## src/rtl/uart_tx_fifo.sv

```systemverilog
// uart_tx_fifo: UART transmitter fed by a small write FIFO.
// A 16x baud tick is derived from the clock, and each bit lasts 16 ticks.
// The baud code is captured at the start of every frame.
//
//   state    | meaning
//   ---------+----------------------------------------------------------
//   S_IDLE   | line high, waiting for Tx_EN with a word queued
//   S_START  | start bit (0); head word popped into the shift register
//   S_DATA   | DATA_W data bits, LSB first
//   S_PARITY | parity bit (only reached when PARITY != 0)
//   S_STOP   | STOP_BITS stop bits (1); chains straight into the next START
module uart_tx_fifo #(
  parameter int CLK_FREQ   = 50000000,
  parameter int DATA_W     = 8,
  parameter int FIFO_DEPTH = 4,
  parameter int PARITY     = 0,
  parameter int STOP_BITS  = 1
) (
  input  logic                          clk,
  input  logic                          reset,
  input  logic [2:0]                    baud_select,
  input  logic                          Tx_EN,
  input  logic                          Tx_WR,
  input  logic [DATA_W-1:0]             Tx_DATA,
  output logic                          TxD,
  output logic                          Tx_BUSY,
  output logic                          Tx_FULL,
  output logic [$clog2(FIFO_DEPTH):0]   Tx_LEVEL,
  output logic                          Tx_OVF
);

  // Rounded divider for one 16x tick at the selected rate.
  function automatic int baud_div(input logic [2:0] code);
    int rate;
    case (code)
      3'd0:    rate = 300;
      3'd1:    rate = 1200;
      3'd2:    rate = 4800;
      3'd3:    rate = 9600;
      3'd4:    rate = 19200;
      3'd5:    rate = 38400;
      3'd6:    rate = 57600;
      default: rate = 115200;
    endcase
    return (CLK_FREQ + 8 * rate) / (16 * rate);
  endfunction

  localparam int DIV_W = $clog2(baud_div(3'd0) + 1);
  localparam int PTR_W = $clog2(FIFO_DEPTH);
  localparam int LVL_W = PTR_W + 1;

  localparam logic [DIV_W-1:0] DIV_TAB [8] = '{
    DIV_W'(baud_div(3'd0)), DIV_W'(baud_div(3'd1)),
    DIV_W'(baud_div(3'd2)), DIV_W'(baud_div(3'd3)),
    DIV_W'(baud_div(3'd4)), DIV_W'(baud_div(3'd5)),
    DIV_W'(baud_div(3'd6)), DIV_W'(baud_div(3'd7))
  };

  typedef enum logic [2:0] {S_IDLE, S_START, S_DATA, S_PARITY, S_STOP} state_t;

  state_t             state, state_nxt;
  logic [DATA_W-1:0]  mem [FIFO_DEPTH];
  logic [PTR_W-1:0]   wr_ptr, rd_ptr;
  logic [LVL_W-1:0]   level;
  logic               ovf;
  logic [DATA_W-1:0]  shreg;
  logic               par_bit;
  logic [DIV_W-1:0]   div_sel, div_lat, div_cnt;
  logic [3:0]         tick_cnt;
  logic [3:0]         bit_cnt;
  logic               stop_cnt;
  logic               full, wr_acc, tick, bit_end, start_go;

  assign div_sel  = DIV_TAB[baud_select];
  assign full     = (level == LVL_W'(FIFO_DEPTH));
  assign wr_acc   = Tx_WR && !full;
  assign tick     = (div_cnt == '0);
  assign bit_end  = tick && (tick_cnt == 4'd0);
  // Entering START is also the pop of the head word.
  assign start_go = (state_nxt == S_START) && (state != S_START);

  // FIFO storage; contents need no reset because level gates every read.
  always_ff @(posedge clk) begin
    if (wr_acc) mem[wr_ptr] <= Tx_DATA;
  end

  // FIFO pointers, occupancy and sticky overflow.
  always_ff @(posedge clk) begin
    if (reset) begin
      wr_ptr <= '0;
      rd_ptr <= '0;
      level  <= '0;
      ovf    <= 1'b0;
    end else begin
      if (wr_acc)         wr_ptr <= wr_ptr + PTR_W'(1);
      if (start_go)       rd_ptr <= rd_ptr + PTR_W'(1);
      if (Tx_WR && full)  ovf    <= 1'b1;
      if (wr_acc && !start_go)      level <= level + LVL_W'(1);
      else if (!wr_acc && start_go) level <= level - LVL_W'(1);
    end
  end

  // Baud divider, tick/bit counters and shift register; all restart at START.
  always_ff @(posedge clk) begin
    if (reset) begin
      div_lat  <= '0;
      div_cnt  <= '0;
      tick_cnt <= 4'd0;
      bit_cnt  <= 4'd0;
      stop_cnt <= 1'b0;
      shreg    <= '0;
      par_bit  <= 1'b0;
    end else if (start_go) begin
      div_lat  <= div_sel;
      div_cnt  <= div_sel - DIV_W'(1);
      tick_cnt <= 4'd15;
      bit_cnt  <= 4'(DATA_W - 1);
      stop_cnt <= 1'(STOP_BITS - 1);
      shreg    <= mem[rd_ptr];
      par_bit  <= (^mem[rd_ptr]) ^ (PARITY == 2);
    end else if (state != S_IDLE) begin
      div_cnt <= tick ? div_lat - DIV_W'(1) : div_cnt - DIV_W'(1);
      // tick_cnt wraps 0 -> 15, which is exactly the reload for the next bit
      if (tick) tick_cnt <= tick_cnt - 4'd1;
      if (bit_end && state == S_DATA) begin
        shreg   <= shreg >> 1;
        bit_cnt <= bit_cnt - 4'd1;
      end
      if (bit_end && state == S_STOP) stop_cnt <= stop_cnt - 1'b1;
    end
  end

  // State register.
  always_ff @(posedge clk) begin
    if (reset) state <= S_IDLE;
    else       state <= state_nxt;
  end

  // Next-state logic.
  always_comb begin
    state_nxt = state;
    case (state)
      S_IDLE:   if (Tx_EN && level != '0) state_nxt = S_START;
      S_START:  if (bit_end) state_nxt = S_DATA;
      S_DATA:   if (bit_end && bit_cnt == 4'd0)
                  state_nxt = (PARITY != 0) ? S_PARITY : S_STOP;
      S_PARITY: if (bit_end) state_nxt = S_STOP;
      S_STOP:   if (bit_end && stop_cnt == 1'b0)
                  state_nxt = (Tx_EN && level != '0) ? S_START : S_IDLE;
      default:  state_nxt = S_IDLE;
    endcase
  end

  // Outputs decoded from state and datapath.
  always_comb begin
    TxD = 1'b1;
    case (state)
      S_START:  TxD = 1'b0;
      S_DATA:   TxD = shreg[0];
      S_PARITY: TxD = par_bit;
      default:  TxD = 1'b1;
    endcase
    Tx_BUSY  = (state != S_IDLE) || (level != '0);
    Tx_FULL  = full;
    Tx_LEVEL = level;
    Tx_OVF   = ovf;
  end

endmodule

```

## config.mk

```make
export PLATFORM = sky130hd
export DESIGN_NAME = uart_tx_fifo
export DESIGN_NICKNAME = d
export VERILOG_FILES = /design/src/rtl/uart_tx_fifo.sv
export SDC_FILE = /design/constraint.sdc
export NUM_CORES = 1
export LEC_CHECK = 0
export CORE_MARGIN = 10
export CORE_UTILIZATION = 38
export DETAILED_ROUTE_END_ITERATION = 6
export MAX_ROUTING_LAYER = met4
export PLACE_DENSITY = 0.62
export SETUP_SLACK_MARGIN = 0.2
export SYNTH_ARGS = -nofsm -noshare
export SYNTH_HDL_FRONTEND = slang
export SYNTH_SLANG_ARGS = --single-unit
```

## constraint.sdc

```tcl
create_clock -name clk -period 4.55 [get_ports clk]
set_input_delay 0.6825 -clock clk [delete_from_list [all_inputs] [get_ports clk]]
set_output_delay 0.6825 -clock clk [all_outputs]
set_load 0.005 [all_outputs]
```

==> results.ini, run 1 <==
[synthesis]
ys_warn_count = 0
async_flop_share = 0
ys_top_cells_by_area = dfxtp_1 (26%), edfxtp_1 (22%), nor2_1 (4.8%)
synth_nets = 475
synthesis.area_sq_mm = 0.004448
syn_area_per_cell_sq_um = 10.04
synth_cells = 443
yosysSeqAreaShare = 0.4726
synth_edf_count = 32
synth_top_area_cell = dfxtp_1
ys_ff_latch = 89
yosys.area.top_type_share = 0.2565
synth_cell_types = 65
synth_flop_cell = dfxtp_1

[clock_network]
htree_levels = 3
cts_tree = done
postCtsResizedCells = 0
cts_setup_buffers = 0
clk_pin_slew_ps = 70
cts-hold-fix-buffers = 0
clock-sinks = 89
clk_latency_ps = 350
cts_root_buf = clkbuf_16
cts_max_path_buffers = 2
cts-buffers-inserted = 9

[worst_setup_path]
cp_num_buf_inv = 0
critical_path.cell_chain = nor4_1 > and4_4 > a22o_4 > nor2_1 > nor2_1 > ha_1 > nand3_1 > a221oi_1 > a32oi_1 > or4_1 > a21oi_1
worstPathArrival_ps = 3900
start_kind = flop
cp_slowest_stage_delay_ps = 570
cp.depth = 11
cp_top_family = simple AND/OR/NAND/NOR gates
rr_worst_depth = 11
crit-reg2reg-launch = div_cnt[12]
crit_fanout = 30
endpoint_kind = flop
cp.required_ps = 4820
slowest_stage = or4_1
cp_common_cell = nor2_1
crit_start = div_cnt[12]
worstSetupPathType = flop to flop

[status]
status = finished, final reports clean

[timing]
setup_viol = 0
clock_skew_ps = 5.179
hold_viol_final = 0
worst_slew_pin_slew_ps = 1098
grt_setup_unrepaired = no
layout_worst_path_cycle_share = 0.7983
fmax_mhz = 275.3
slew_headroom = 0.2621
fin_setup_tns_ps = 0
drv_slew = 0
holdWs_ps = 457.8
post-route-min-period_ps = 3632

[route]
drt_iter0_drc = 204
wirelength_microns = 9387
routedWlPerCell_microns = 15.59
firstDrtPassIters = 4
ant_nets = 0
viasPerCell = 5.339
vias = 3214
post-route-drc-count = 0

[worst_hold_path]
min_path_type = flop to flop
holdCritStartpoint = shreg[5]
hold_depth = 2

[cells_and_area]
drive_gt1_frac = 0.1002
syn_to_final_growth_pct = 13.56
diodes = 0
final_cells = 602
fin_area_sq_mm = 0.005051
layout.nets = 486

[placed_design]
dp.cells = 586
io_buffers = 21
place_area_sq_mm = 0.004747
place_hpwl_microns = 6457
gp_congestion = 0.8952

[floorplanning]
die_x_microns = 128.2
core_sq_mm = 0.01142
start_util = 0.3895
row_count = 39
io_pins = 22
die_h_microns = 128.2
fp.dieArea_sq_mm = 0.01643

[power]
clkPwrFrac = 0.208
cellLeakagePower_nw = 1.759
swShare = 0.4097
p_seq_frac = 0.342
p_int_w = 0.002113
power_density_mw_per_mm2 = 708.6
irDropWorstVdd_uv = 437.0
comb_power_share = 0.449
p_switching_w = 0.001466

[grt]
grtUsageTotal = 0.1223
grt_max_degree = 58
grt_pass1_wl_microns = 15760
antenna_found_initial = 0
first_global_vias = 3109
grt-ovfl-total = 0

[job]
drv_cap = 0

-- logic make-up (layout without fill, tap and decap cells) --
family,after synthesis,count (layout),synth area share
flops,89,89,0.4726
mux,19,19,0.06610
compound gates,109,109,0.1612
xor+xnor,21,21,0.04135
buf+inv,35,51,0.03347
simple gates,153,153,0.1758
fa+ha+maj,17,17,0.04951
-- area by class of cell --
| type | instances | area, sq um |
|---|---|---|
| Clock inverter | 7 | 78.83 |
| Sequential cell | 89 | 2102 |
| Inverter | 11 | 41.29 |
| Tap cell | 143 | 178.9 |
| Clock buffer | 9 | 225.2 |
| Fill cell | 1079 | 6367 |
| Timing Repair Buffer | 24 | 227.7 |
| Multi-Input combinational cell | 319 | 2197 |
-- worst paths after layout --
kind                 end  slack (ps)
min reg2reg     shreg[5]         460
max          div_cnt[10]         920
max reg2reg  div_cnt[10]         920
min             shreg[5]         460
-- per-layer routing --
metal,GRT usage,part of all wire,vias to the layer above
met2,0.1744,0.44,59
met5,-,0,-
met3,0.03309,0.043,9
met4,0.04636,0.015,0
met1,0.1613,0.50,1509
li1,-,-,1637
-- Yosys cell counts, types with 2 or more instances --
cell      number
buf_1          5
dfxtp_1       57
nor3_1        15
a31oi_1        2
inv_1         10
nor2b_1        3
edfxtp_1      32
nand3_1        3
nor4_2         2
nor4_1         5
a22oi_1        8
o31ai_1        3
nand3b_1       2
and2_1         6
xnor2_1       13
nand2_1       32
buf_2          5
a311oi_1       4
mux2_2         3
a21o_1         2
a211oi_1      17
mux4_2         8
o21ai_0       16
xor2_1         8
a21oi_1       41
o211ai_1       2
or4_1          4
o31a_1         2
nor3b_1        4
nor2_1        57
ha_1          16
clkbuf_1      12
nand2b_1       3
or2_2          3
mux2i_1        8
-- power by group through the flow --
stage | clock network (W) | registers, W | logic (W)
5_1_grt | 0.000798 | 0.00126 | 0.00181
4_1_cts | 0.000763 | 0.00123 | 0.00161
3_3_place_gp | 0 | 0.00123 | 0.00159
2_1_floorplan | 0 | 0.00117 | 0.00130
3_5_place_dp | 0 | 0.00124 | 0.00160
6_report | 0.000746 | 0.00123 | 0.00161
-- flip-flops by register name, indices dropped and copies added, names as in the netlist, named ones only --
signal / flops
Tx_OVF: 1
mem: 32
tick_cnt: 4
par_bit: 1
div_lat: 12
state: 3
Tx_LEVEL: 3
stop_cnt: 1
rd_ptr: 2
shreg: 8
div_cnt: 14
bit_cnt: 4
wr_ptr: 2
-- layout by cell type, fill, tap and decap left out, types with 2 or more instances in the layout --
cell type	instances
nor4_2	2
mux4_2	8
a211oi_1	17
nand2b_1	3
and2_1	6
or4_1	4
nand3b_1	2
a21oi_1	41
a22oi_1	8
mux2i_1	8
nor2_1	57
nor2b_1	3
o21ai_0	16
xnor2_1	13
xor2_1	8
ha_1	16
dfxtp_1	57
o211ai_1	2
inv_8	4
nor3_1	15
nor3b_1	4
or2_2	3
clkdlybuf4s50_1	20
nor4_1	5
clkbuf_16	9
a311oi_1	4
nand2_1	32
a31oi_1	2
mux2_2	3
buf_4	3
inv_1	10
o31a_1	2
a21o_1	2
nand3_1	3
edfxtp_1	32
o31ai_1	3
-- per-stage QoR --
stage	power, W	utilization	setup WS (ps)
2_1_floorplan	0.002463	-	1168
6_report	0.003579	0.4424	917.7
3_5_place_dp	0.002842	0.4157	618.8
5_1_grt	0.003859	0.4424	601.0
3_3_place_gp	0.002821	0.4157	686.1
4_1_cts	0.003599	0.4424	945.7
-- tightest hold or removal path, delay by kind of cell, from the launching register on --
| family | cells | cell delay, ps |
|---|---|---|
| AO/OA/AOI/OAI | 1 | 50 |
| AND/OR/NAND/NOR | 1 | 50 |
| flip-flops | 1 | 310 |
Note: power is estimated with default switching activity, not from simulation.
==> run 2, diff against run 1 <==
--- a/config.mk
+++ b/config.mk
@@ -9,7 +9,7 @@
 export CORE_UTILIZATION = 38
 export DETAILED_ROUTE_END_ITERATION = 6
 export MAX_ROUTING_LAYER = met4
-export PLACE_DENSITY = 0.62
+export PLACE_DENSITY = 0.64
 export SETUP_SLACK_MARGIN = 0.2
 export SYNTH_ARGS = -nofsm -noshare
 export SYNTH_HDL_FRONTEND = slang
==> constraint.sdc (replaced) <==
create_clock -name clk -period 3.1 [get_ports clk]
set_input_delay 0.465 -clock clk [delete_from_list [all_inputs] [get_ports clk]]
set_output_delay 0.465 -clock clk [all_outputs]
set_load 0.005 [all_outputs]
==> run 2 against run 1 <==
Compared with the run above:
- total power grew 62%
- hold slack gained 4.4 ps
- first-iteration DRC count grew 28%
==> results.ini, run 2 (synthesis results as in run 1) <==
[status]
status = finished, final reports clean

[clock_network]
cts_tree = done
cts_root_buf = clkbuf_16
clock-sinks = 89
cts-buffers-inserted = 9
clk_latency_ps = 350
clk_pin_slew_ps = 70
cts-hold-fix-buffers = 0
htree_levels = 3
cts_max_path_buffers = 2

[floorplanning]
core_sq_mm = 0.01142
row_count = 39
die_x_microns = 128.2
start_util = 0.3895
io_pins = 22
fp.dieArea_sq_mm = 0.01643
die_h_microns = 128.2

[power]
power_density_mw_per_mm2 = 1074
cellLeakagePower_nw = 1.945
irDropWorstVdd_uv = 528.9

[worst_hold_path]
min_path_type = flop to flop

[worst_setup_path]
endpoint_kind = flop
worstPathArrival_ps = 3180
cp_common_cell = nor2_4
cp.required_ps = 3370
crit_fanout = 6
slowest_stage = or4_1
critical_path.cell_chain = inv_2 > ha_1 > or3b_4 > nor4_4 > a22o_4 > nor2_4 > nor2_4 > ha_4 > nand3_2 > a221oi_2 > a32oi_2 > or4_1 > a21oi_1
worstSetupPathType = flop to flop
cp_slowest_stage_delay_ps = 540
start_kind = flop

[cells_and_area]
final_cells = 636
postLayoutCoreUtil = 0.4723
fillers = 1059
ff_latch_area_sq_mm = 0.002106
layout.nets = 520
layout_common_cells = dfxtp_1 (56), nor2_1 (53), a21oi_1 (40), buf_4 (37)
diodes = 0
regMostFlops = mem
fin_area_sq_mm = 0.005393
largest_reg_flops = 32
largestRegisters = mem (32), div_cnt (14), div_lat (12)
layout_commonest_cell = dfxtp_1
syn_to_final_growth_pct = 21.24
drive_gt1_frac = 0.1886
multi_input_area_sq_mm = 0.002282

[grt]
antenna_found_initial = 0
grtUsageTotal = 0.1297
grt_max_degree = 45
grt-ovfl-total = 0
grt_pass1_wl_microns = 16860
first_global_vias = 3330

[timing]
layout_worst_path_cycle_share = 0.9384
hold_viol_final = 0
slew_headroom = 0.4126
post-route-min-period_ps = 2909
drv_slew = 0
clock_skew_ps = 8.174
worst_slew_pin_slew_ps = 881.2
setup_viol = 0
grt_setup_unrepaired = yes
fmax_mhz = 343.7

[route]
viasPerCell = 5.379
drt_iter0_drc = 262
wirelength_microns = 10180
routedWlPerCell_microns = 16.00
firstDrtPassIters = 4
ant_nets = 0
post-route-drc-count = 0
vias = 3421

[placed_design]
place_area_sq_mm = 0.004985
place_hpwl_microns = 7101
dp.cells = 614
io_buffers = 21
gp_congestion = 0.8755

[job]
drv_cap = 0

## run 2: area by class of cell
cell class                 instances  share of cell area
timing repair buffer              58             0.08956
sequential                        89              0.3905
clock inverter                     7             0.01415
multi-input combinational        319              0.4232
tap                              143             0.03318
clock buffer                       9             0.04176
inverter                          11            0.007657
## run 2: where the power goes
| group | switching (W) | leakage, nW | total [W] | internal [W] |
|---|---|---|---|---|
| Sequential | 0.000279 | 0.761 | 0.00179 | 0.00151 |
| Clock | 0.000528 | 0.149 | 0.00110 | 0.000575 |
| Combinational | 0.00154 | 1.03 | 0.00290 | 0.00136 |
## run 2: worst max-delay path, delay by kind of cell (launching register included)
kind,cells,cell delay [ps]
flops,1,360
compound gates,4,790
buf+inv,1,50
fa+ha+maj,2,290
simple gates,6,1340
## run 2: final timing paths
check,start,endpoint,slack (ps),cells after the start
setup / recovery,tick_cnt[0],div_cnt[10],190,13
hold / removal,shreg[2],shreg[2],460,2
setup reg to reg,tick_cnt[0],div_cnt[10],190,13
hold reg to reg,shreg[2],shreg[2],460,2
## run 2: repair_timing
action,CTS,global route
endpoints found under the hold margin,0,0
cloned,0,0
pin swaps,0,9
resized for setup,2,12
setup endpoints to repair,3,3
setup buffers,0,6
## run 2: stage by stage
stage	hold slack [ps]	power, W	TNS, ps	setup slack, ps
final	462.2	0.005792	0	190.9
after global routing	490.9	0.006198	0	63.43
after CTS	468.1	0.005618	0	206.4
after detailed placement	457.9	0.004472	-162.4	-70.57
after global placement	445.8	0.004418	-16.95	-16.95
after floorplan	433.2	0.003677	0	73.13
## run 2: per-layer routing
layer	vias up	routed length (microns)	track usage
li1	1704	-	-
met3	9	356	0.02523
met2	66	4600	0.1846
met4	0	149	0.05364
met1	1642	5072	0.1757
met5	-	0	-
